## src/rtl/bili_arty_top.sv

```systemverilog
// Arty-100T board top: UART-framed two-lane fp32 sign-manipulation ALU (ReLU / negate / abs)
// with completion status published on the io_ja header.
module bili_arty_top #(
  parameter int CLKS_PER_BIT = 868
) (
  input  logic       io_CLK100MHZ,
  input  logic       io_ck_rst,
  input  logic       io_uart_txd_in,
  output logic       io_uart_rxd_out,
  output logic [7:0] io_ja,
  output logic       io_led,
  output logic       io_jd_0,
  output logic       io_jd_3,
  input  logic [3:0] io_sw,
  input  logic [3:0] io_btn,
  input  logic [7:0] io_jb,
  input  logic [7:0] io_jc,
  input  logic       io_jd_1,
  input  logic       io_jd_2,
  input  logic       io_jd_4,
  input  logic       io_jd_5,
  input  logic       io_jd_6,
  input  logic       io_jd_7,
  input  logic       io_ck_ioa,
  input  logic       io_eth_col,
  input  logic       io_eth_crs,
  input  logic       io_eth_rx_clk,
  input  logic       io_eth_rx_dv,
  input  logic [3:0] io_eth_rxd,
  input  logic       io_eth_rxerr,
  input  logic       io_eth_tx_clk
);
  localparam int DATA_W = 32;
  localparam int CW = $clog2(CLKS_PER_BIT);
  localparam logic [CW-1:0] FULL = CW'(CLKS_PER_BIT - 1);
  localparam logic [CW-1:0] HALF = CW'(CLKS_PER_BIT / 2 - 1);
  localparam logic [7:0] SYNC = 8'hCA;

  typedef enum logic [1:0] {R_IDLE, R_START, R_DATA, R_STOP} rx_state_t;
  typedef enum logic [2:0] {S_IDLE, S_HDR1, S_FUNC, S_DATA, S_EXEC, S_TX, S_DONE} state_t;

  logic clk, rst;
  assign clk = io_CLK100MHZ;
  assign rst = io_ck_rst;

  logic unused_ins;
  assign unused_ins = ^{io_sw, io_btn, io_jb, io_jc, io_jd_1, io_jd_2, io_jd_4, io_jd_5,
                        io_jd_6, io_jd_7, io_ck_ioa, io_eth_col, io_eth_crs, io_eth_rx_clk,
                        io_eth_rx_dv, io_eth_rxd, io_eth_rxerr, io_eth_tx_clk};

  function automatic logic [DATA_W-1:0] lane_op(input logic [7:0] f, input logic [DATA_W-1:0] x);
    case (f)
      8'h01:   lane_op = x[DATA_W-1] ? '0 : x;
      8'h02:   lane_op = {~x[DATA_W-1], x[DATA_W-2:0]};
      8'h03:   lane_op = {1'b0, x[DATA_W-2:0]};
      default: lane_op = x;
    endcase
  endfunction

  rx_state_t       rx_st;
  logic            rx_s1, rx_s2, rx_s3;
  logic [CW-1:0]   rx_cnt;
  logic [2:0]      rx_bit;
  logic [7:0]      rx_sh;
  logic            rx_valid;

  // RX: synchronise, find falling edge, confirm start at mid-bit, then sample every bit period
  always_ff @(posedge clk) begin
    rx_valid <= 1'b0;
    if (rst) begin
      rx_s1   <= 1'b1;
      rx_s2   <= 1'b1;
      rx_s3   <= 1'b1;
      rx_st   <= R_IDLE;
      rx_cnt  <= '0;
      rx_bit  <= '0;
      io_jd_0 <= 1'b0;
    end else begin
      rx_s1 <= io_uart_txd_in;
      rx_s2 <= rx_s1;
      rx_s3 <= rx_s2;
      case (rx_st)
        R_IDLE: if (rx_s3 && !rx_s2) begin
          rx_st   <= R_START;
          rx_cnt  <= '0;
          io_jd_0 <= 1'b1;
        end
        R_START: if (rx_cnt == HALF) begin
          rx_cnt <= '0;
          rx_bit <= '0;
          if (rx_s2) begin
            rx_st   <= R_IDLE;
            io_jd_0 <= 1'b0;
          end else begin
            rx_st <= R_DATA;
          end
        end else rx_cnt <= rx_cnt + 1'b1;
        R_DATA: if (rx_cnt == FULL) begin
          rx_cnt <= '0;
          rx_sh  <= {rx_s2, rx_sh[7:1]};
          rx_bit <= rx_bit + 3'd1;
          if (rx_bit == 3'd7) rx_st <= R_STOP;
        end else rx_cnt <= rx_cnt + 1'b1;
        R_STOP: if (rx_cnt == FULL) begin
          rx_cnt   <= '0;
          rx_st    <= R_IDLE;
          io_jd_0  <= 1'b0;
          rx_valid <= rx_s2;
        end else rx_cnt <= rx_cnt + 1'b1;
        default: rx_st <= R_IDLE;
      endcase
    end
  end

  state_t          st;
  logic [7:0]      func_r;
  logic [63:0]     op_p0;
  logic [63:0]     tx_data_p1;
  logic [2:0]      byte_cnt;
  logic [CW-1:0]   tx_cnt;
  logic [3:0]      tx_bit;

  always_ff @(posedge clk) begin
    if (rst) begin
      st              <= S_IDLE;
      io_ja           <= 8'h00;
      io_led          <= 1'b0;
      io_uart_rxd_out <= 1'b1;
      io_jd_3         <= 1'b0;
      byte_cnt        <= '0;
      tx_cnt          <= '0;
      tx_bit          <= '0;
    end else begin
      case (st)
        S_IDLE, S_DONE: if (rx_valid && rx_sh == SYNC) begin
          st     <= S_HDR1;
          io_ja  <= 8'h00;
          io_led <= 1'b1;
        end
        S_HDR1: if (rx_valid) begin
          if (rx_sh == SYNC) begin
            st    <= S_FUNC;
            io_ja <= 8'h02;
          end else begin
            st     <= S_IDLE;
            io_led <= 1'b0;
          end
        end
        S_FUNC: if (rx_valid) begin
          func_r   <= rx_sh;
          byte_cnt <= '0;
          st       <= S_DATA;
        end
        S_DATA: if (rx_valid) begin
          op_p0    <= {rx_sh, op_p0[63:8]};
          byte_cnt <= byte_cnt + 3'd1;
          if (byte_cnt == 3'd7) st <= S_EXEC;
        end
        // EXEC -> TX boundary: results registered, start bit of byte 0 driven the next cycle
        S_EXEC: begin
          tx_data_p1      <= {lane_op(func_r, op_p0[63:32]), lane_op(func_r, op_p0[31:0])};
          io_uart_rxd_out <= 1'b0;
          io_jd_3         <= 1'b1;
          tx_cnt          <= '0;
          tx_bit          <= '0;
          byte_cnt        <= '0;
          st              <= S_TX;
        end
        S_TX: if (tx_cnt == FULL) begin
          tx_cnt <= '0;
          if (tx_bit == 4'd9) begin
            if (byte_cnt == 3'd7) begin
              st      <= S_DONE;
              io_ja   <= 8'h01;
              io_led  <= 1'b0;
              io_jd_3 <= 1'b0;
            end else begin
              byte_cnt        <= byte_cnt + 3'd1;
              tx_bit          <= '0;
              io_uart_rxd_out <= 1'b0;
              tx_data_p1      <= {8'h00, tx_data_p1[63:8]};
            end
          end else begin
            tx_bit          <= tx_bit + 4'd1;
            io_uart_rxd_out <= (tx_bit == 4'd8) ? 1'b1 : tx_data_p1[tx_bit[2:0]];
          end
        end else tx_cnt <= tx_cnt + 1'b1;
        default: st <= S_IDLE;
      endcase
    end
  end
endmodule

```

## config.mk

```make
export PLATFORM = sky130hd
export DESIGN_NAME = bili_arty_top
export DESIGN_NICKNAME = d
export VERILOG_FILES = /design/src/rtl/bili_arty_top.sv
export SDC_FILE = /design/constraint.sdc
export NUM_CORES = 1
export LEC_CHECK = 0
export ABC_AREA = 1
export CAP_MARGIN = 25
export CORE_AREA = 4 4 156 158
export CTS_BUF_LIST = sky130_fd_sc_hd__clkbuf_16
export DETAILED_ROUTE_END_ITERATION = 10
export DIE_AREA = 0 0 160 162
export PLACE_DENSITY = 0.62
export SLEW_MARGIN = 20
export SYNTH_ARGS = -nofsm -noshare
export SYNTH_HDL_FRONTEND = slang
export SYNTH_SLANG_ARGS = --single-unit
```

## constraint.sdc

```tcl
create_clock -name io_CLK100MHZ -period 12.7 [get_ports io_CLK100MHZ]
set_input_delay 3.81 -clock io_CLK100MHZ [delete_from_list [all_inputs] [get_ports io_CLK100MHZ]]
set_output_delay 3.81 -clock io_CLK100MHZ [all_outputs]
set_load 0.05 [all_outputs]
```

==> results of run 1 <==
==> synthesized netlist by cell type <==
cell	instances	area share
o21ai_0	53	0.034
nor2_8	1	0.0025
o21bai_1	2	0.0019
o22ai_1	3	0.0024
nand2_2	4	0.0032
conb_1	1	0.00048
nand3b_1	2	0.0019
xnor2_1	2	0.0022
o21a_1	1	0.00095
buf_6	1	0.0014
nor3_2	1	0.0013
nand2_1	229	0.11
nand4_1	9	0.0071
nor3_1	8	0.0051
inv_1	43	0.020
nand2_4	1	0.0014
nor4_1	3	0.0024
dfxtp_1	45	0.11
nand3_2	1	0.0013
edfxtp_1	144	0.55
clkinv_2	1	0.00063
buf_2	12	0.0076
a21oi_2	1	0.0011
nor2_1	62	0.030
or2_2	3	0.0024
ha_1	10	0.016
nand3_1	62	0.039
a31oi_1	1	0.00079
or2_1	2	0.0016
o21ai_1	4	0.0025
a21oi_1	27	0.017
buf_4	9	0.0086
clkbuf_1	10	0.0048
o211a_1	1	0.0013
inv_2	7	0.0033
a211oi_1	1	0.00095
==> per-stage QoR <==
step                      instance area (um^2)  hold slack, ns  power, W  utilization  setup WS (ns)
final                                     8740           0.413   0.00137        0.378           7.24
after global routing                      8740           0.437   0.00143        0.378           7.15
after CTS                                 8740           0.419   0.00138        0.378           7.20
after detailed placement                  8220           0.398  0.000910        0.356           6.78
after global placement                    8220           0.392  0.000907        0.355           6.80
after floorplan                           7890           0.389  0.000873            -           1.91
==> placed cells by master (no fill, tap or decap), drive strengths merged, types with 2 or more instances in the layout <==
cell type and instances:
xnor2 2, o21ai 57, o22ai 3, buf 7
nor4 3, clkinv 6, nand3 63, a21oi 28
clkdlybuf4s50 8, nor2 63, dfxtp 45, clkbuf 17
nand4 9, inv 56, conb 6, o21bai 2
edfxtp 144, nand2 234, or2 5, ha 10
nand3b 2, nor3 9, clkinvlp 3
==> critical path: stages <==
cell and delay (ns):
clkdlybuf4s50_1 0.39, buf_4 0.24, nor4_2 0.31, buf_4 0.71
==> logic make-up after synthesis <==
family          Yosys count
flops                   189
compound gates           94
xor+xnor                  2
fa+ha+maj                10
simple gates            388
buf+inv                  83
other cells               1
==> layer usage <==
layer | GRT usage | vias up | wire length, um | share of wire
li1 | - | 2606 | - | -
met1 | 0.127 | 2408 | 6200 | 0.47
met2 | 0.178 | 68 | 6440 | 0.49
met3 | 0.0307 | 11 | 410 | 0.031
met4 | 0.0375 | 0 | 156 | 0.012
met5 | 0 | - | 0 | 0
==> flip-flops by register name, indices dropped and copies added, names as in the netlist, 2 cells and up, named ones only <==
name and flops:
tx_bit 4, rx_cnt 10, rx_bit 3, rx_sh 8
byte_cnt 3, tx_cnt 10, io_ja 2, tx_data_p1 64
func_r 8, op_p0 64, st 3
==> worst max-delay path by stage <==
| stage | to | cells after the start | slack (ns) |
|---|---|---|---|
| 6_report | op_p0[59] | 4 | 7.24 |
| 3_5_place_dp | op_p0[51] | 4 | 6.78 |
| 2_1_floorplan | op_p0[0] | 2 | 1.91 |
| 3_3_place_gp | op_p0[59] | 4 | 6.80 |
| 4_1_cts | io_ja[0] | 1 | 7.20 |
| 5_1_grt | op_p0[53] | 4 | 7.15 |
==> power by group through the flow <==
stage	clock network, W	logic [W]	registers, W
5_1_grt	0.000512	0.000192	0.000729
2_1_floorplan	0	0.000120	0.000753
4_1_cts	0.000483	0.000172	0.000726
3_3_place_gp	0	0.000169	0.000738
6_report	0.000473	0.000169	0.000725
3_5_place_dp	0	0.000171	0.000739
==> cell type report <==
| class | count | area (um^2) | share of cell area |
|---|---|---|---|
| Sequential cell | 189 | 5230 | 0.598 |
| Clock inverter | 15 | 95.1 | 0.0109 |
| Tap cell | 290 | 363 | 0.0415 |
| Multi-Input combinational cell | 500 | 2310 | 0.264 |
| Timing Repair Buffer | 15 | 130 | 0.0149 |
| Clock buffer | 17 | 425 | 0.0487 |
| Inverter | 51 | 193 | 0.0220 |
==> flow_summary.json, run 1 <==
{
  "leakagePower_nw": 3.25,
  "avgSynthCellArea_um2": 10.3,
  "postCtsSetupBuffers": 0,
  "critPathLaunch": "io_ck_rst",
  "grt_max_degree": 66,
  "p_per_area_nw_per_um2": 156,
  "max-cap-violations": 0,
  "grt_pass1_wl_mm": 22.1,
  "synth-compound-area-share": 0.0628,
  "vias": 5093,
  "p_clk_frac": 0.346,
  "cp_data_arrival_time_ns": 5.51,
  "hold_start": "rx_s1",
  "fin_crit_ns": 5.46,
  "ctsHoldBuffers": 0,
  "synth_warnings": 0,
  "cts_resized": 0,
  "fillers": 2236,
  "synth_top_family_by_area": "simple AND/OR/NAND/NOR gates",
  "fp.dieArea_um2": 25900,
  "ir_drop_mv": 0.0974,
  "synth_cell_types": 36,
  "p_sw_w": 0.000349,
  "io_buffers": 8,
  "initial_core_util": 0.341,
  "io_pins": 56,
  "synthAdderAreaFrac": 0.0159,
  "rsz0062_at_grt": "no",
  "r2r-start": "st[1]",
  "drive_gt1_frac": 0.0673,
  "crit_fanout": 64,
  "worst_pin_slew_ns": 0.912,
  "synth_seq_area_share": 0.663,
  "hold_viol_final": 0,
  "synth_mux_area_frac": 0,
  "status": "complete, no violations",
  "worst_skew_pair.late_latency_ns": 0.43,
  "fin_tns_setup_ns": 0,
  "endpoint_kind": "register",
  "dieWidth_um": 160,
  "dp_hpwl_mm": 7.59,
  "grt_pass1_vias": 4793,
  "comb_power_share": 0.124,
  "clock_path_buffers": 2,
  "cp-start-kind": "input port",
  "clk_pin_slew_worst_paths_ns": 0.06,
  "drt-total-wl_mm": 13.2,
  "maxSlewHeadroom": 0.392,
  "rows": 56,
  "synthCells": 767,
  "place_congestion": 0.797,
  "rrSetupSlack_ns": 10.26,
  "ys_ff_latch": 189,
  "p_int_w": 0.00102,
  "worstSetupPathType": "in -> reg",
  "rr_endpoint": "tx_data_p1[6]",
  "grt_overflow": 0,
  "htree_levels": 4,
  "wl_per_cell_um": 12.3,
  "first_pass_iters": 4,
  "yosys.area_share.simple": 0.208,
  "areaGrowthSynthToFinish_pct": 11.0,
  "power.share.sequential": 0.530,
  "grt_use_total": 0.104,
  "synth_xor_area_frac": 0.00222,
  "reg2regPathDepth": 7,
  "stdcell_count": 1077,
  "drt_iter0_drc": 251,
  "drcViolationCount": 0,
  "antenna-diode-count": 0,
  "dp.cells": 1045,
  "cts_tree": "yes",
  "setup_viol": 0,
  "clockRootBuffer": "clkbuf_16",
  "cts_buffers": 17,
  "core_um2": 23100,
  "slew_viol_final": 0,
  "finalCritPeriodShare": 0.430,
  "fp.dieH_um": 162,
  "antenna_found_initial": 0,
  "min_delay_path_depth": 1,
  "min_path_type": "reg -> reg",
  "skew_ns": 0.0141,
  "p_sw_frac": 0.255,
  "vias_per_cell": 4.73,
  "fmax_ghz": 0.183,
  "fin_nets": 828,
  "netlist_area_um2": 7880,
  "cts_sinks": 189,
  "ant_nets": 0,
  "min_to": "rx_s2",
  "worstPathRequired_ns": 12.75
}
Note: power is estimated with default switching activity, not from simulation.
==> run 2: changes to the inputs <==
clock period = 5.53 ns   (was 12.7 ns; I/O delays follow)
==> flow_summary.json, run 2 (same netlist as run 1, synthesis figures left out) <==
{
  "areaGrowthSynthToFinish_pct": 12.1,
  "grt_overflow": 0,
  "rows": 56,
  "slew_viol_final": 0,
  "path_common_cell": "buf_4",
  "drcViolationCount": 0,
  "ir_drop_mv": 0.230,
  "cts_sinks": 189,
  "setup_viol": 0,
  "antenna-diode-count": 0,
  "cpPeakStageDelay_ns": 0.73,
  "p_per_area_nw_per_um2": 373,
  "drt-total-wl_mm": 13.2,
  "layout_common_cells": "229 x nand2_1, 144 x edfxtp_1, 62 x nor2_1, 62 x nand3_1, 53 x o21ai_0",
  "min_path_type": "reg -> reg",
  "critPathBufInv": 3,
  "fmax_ghz": 0.278,
  "setup_slack_ns": 1.93,
  "final_design_area_no_fill_um2": 8830,
  "grt_pass1_vias": 4767,
  "cp_top_family": "buffers and inverters",
  "fp.dieArea_um2": 25900,
  "placed_cell_area_um2": 8240,
  "worst_skew_pair.late_latency_ns": 0.42,
  "maxSlewHeadroom": 0.391,
  "final_util": 0.382,
  "fin_nets": 828,
  "wl_per_cell_um": 12.3,
  "io_pins": 56,
  "worstSetupPathType": "in -> reg",
  "cp_slowest_cell": "clkdlybuf4s50_1",
  "r2r-start": "st[1]",
  "critPathLaunch": "io_ck_rst",
  "ctsHoldBuffers": 0,
  "drive_gt1_frac": 0.0725,
  "path_cells": "clkdlybuf4s50_1 -> buf_4 -> nor3_4 -> buf_4",
  "initial_core_util": 0.341,
  "antenna_found_initial": 0,
  "grt_use_total": 0.106,
  "crit_fanout": 64,
  "status": "complete, no violations",
  "hold_start": "rx_s1",
  "grt_max_degree": 66,
  "cp-start-kind": "input port",
  "clk_pin_slew_worst_paths_ns": 0.07,
  "finalCritPeriodShare": 0.651,
  "cts_tree": "yes",
  "skew_ns": 0.00642,
  "hold_viol_final": 0,
  "clock_path_buffers": 2,
  "postCtsSetupBuffers": 0,
  "final_common_cell": "nand2_1",
  "fin_tns_setup_ns": 0,
  "largestRegisters": "op_p0: 64 flops, tx_data_p1: 64 flops",
  "htree_levels": 4,
  "max-cap-violations": 0,
  "dieWidth_um": 160,
  "grt_pass1_wl_mm": 22.4,
  "cp_data_arrival_time_ns": 3.65,
  "drt_iter0_drc": 409,
  "cts_resized": 0,
  "vias": 5060,
  "core_um2": 23100,
  "ant_nets": 0,
  "worst_pin_slew_ns": 0.913,
  "fp.dieH_um": 162,
  "vias_per_cell": 4.70,
  "first_pass_iters": 5,
  "clockRootBuffer": "clkbuf_16",
  "endpoint_kind": "register",
  "rsz0062_at_grt": "no",
  "place_congestion": 0.813,
  "dp_hpwl_mm": 7.62,
  "place_ws_ns": 1.45,
  "fin_crit_ns": 3.60,
  "worstPathRequired_ns": 5.58,
  "io_buffers": 8,
  "leakagePower_nw": 3.27,
  "cts_buffers": 17
}
-- run 2: changes by cell type in the layout (fill, tap and decap cells not counted), sizes merged --
cell	before	now
bufinv	1	3
clkinv	6	4
clkinvlp	3	2
-- run 2: power by group --
group	internal (W)	total, W	switching [W]	leakage, nW
Combinational	0.000113	0.000392	0.000280	1.32
Sequential	0.00162	0.00167	0.0000425	1.67
Clock	0.000711	0.00123	0.000520	0.291
-- run 2: routing by layer --
layer,global-route usage,vias up,wire length (um)
met5,0,-,0
met4,0.0399,0,200
met3,0.0236,12,376
met2,0.180,72,6410
met1,0.133,2372,6210
li1,-,2604,-
-- run 2: worst paths after layout --
path	slack, ns	cells past startpoint	endpoint
hold / removal	0.41	1	rx_s2
setup reg to reg	3.03	7	tx_data_p1[16]
setup / recovery	1.93	4	tx_data_p1[16]
hold reg to reg	0.41	1	rx_s2
-- run 2: layout make-up --
| class | instances | area (um^2) |
|---|---|---|
| sequential | 189 | 5230 |
| tap | 290 | 363 |
| clock buffer | 17 | 425 |
| multi-input combinational | 500 | 2330 |
| inverter | 51 | 193 |
| clock inverter | 14 | 169 |
| timing repair buffer | 15 | 130 |
| fill | 2205 | 14300 |
-- run 2: through the flow --
| stage | power [W] | std cells | hold slack, ns |
|---|---|---|---|
| detailed placement | 0.00209 | 1045 | 0.397 |
| floorplan | 0.00200 | 772 | 0.389 |
| finish | 0.00329 | 1076 | 0.413 |
| CTS | 0.00331 | 1076 | 0.416 |
| global route | 0.00344 | 1076 | 0.424 |
| global placement | 0.00209 | 1044 | 0.394 |
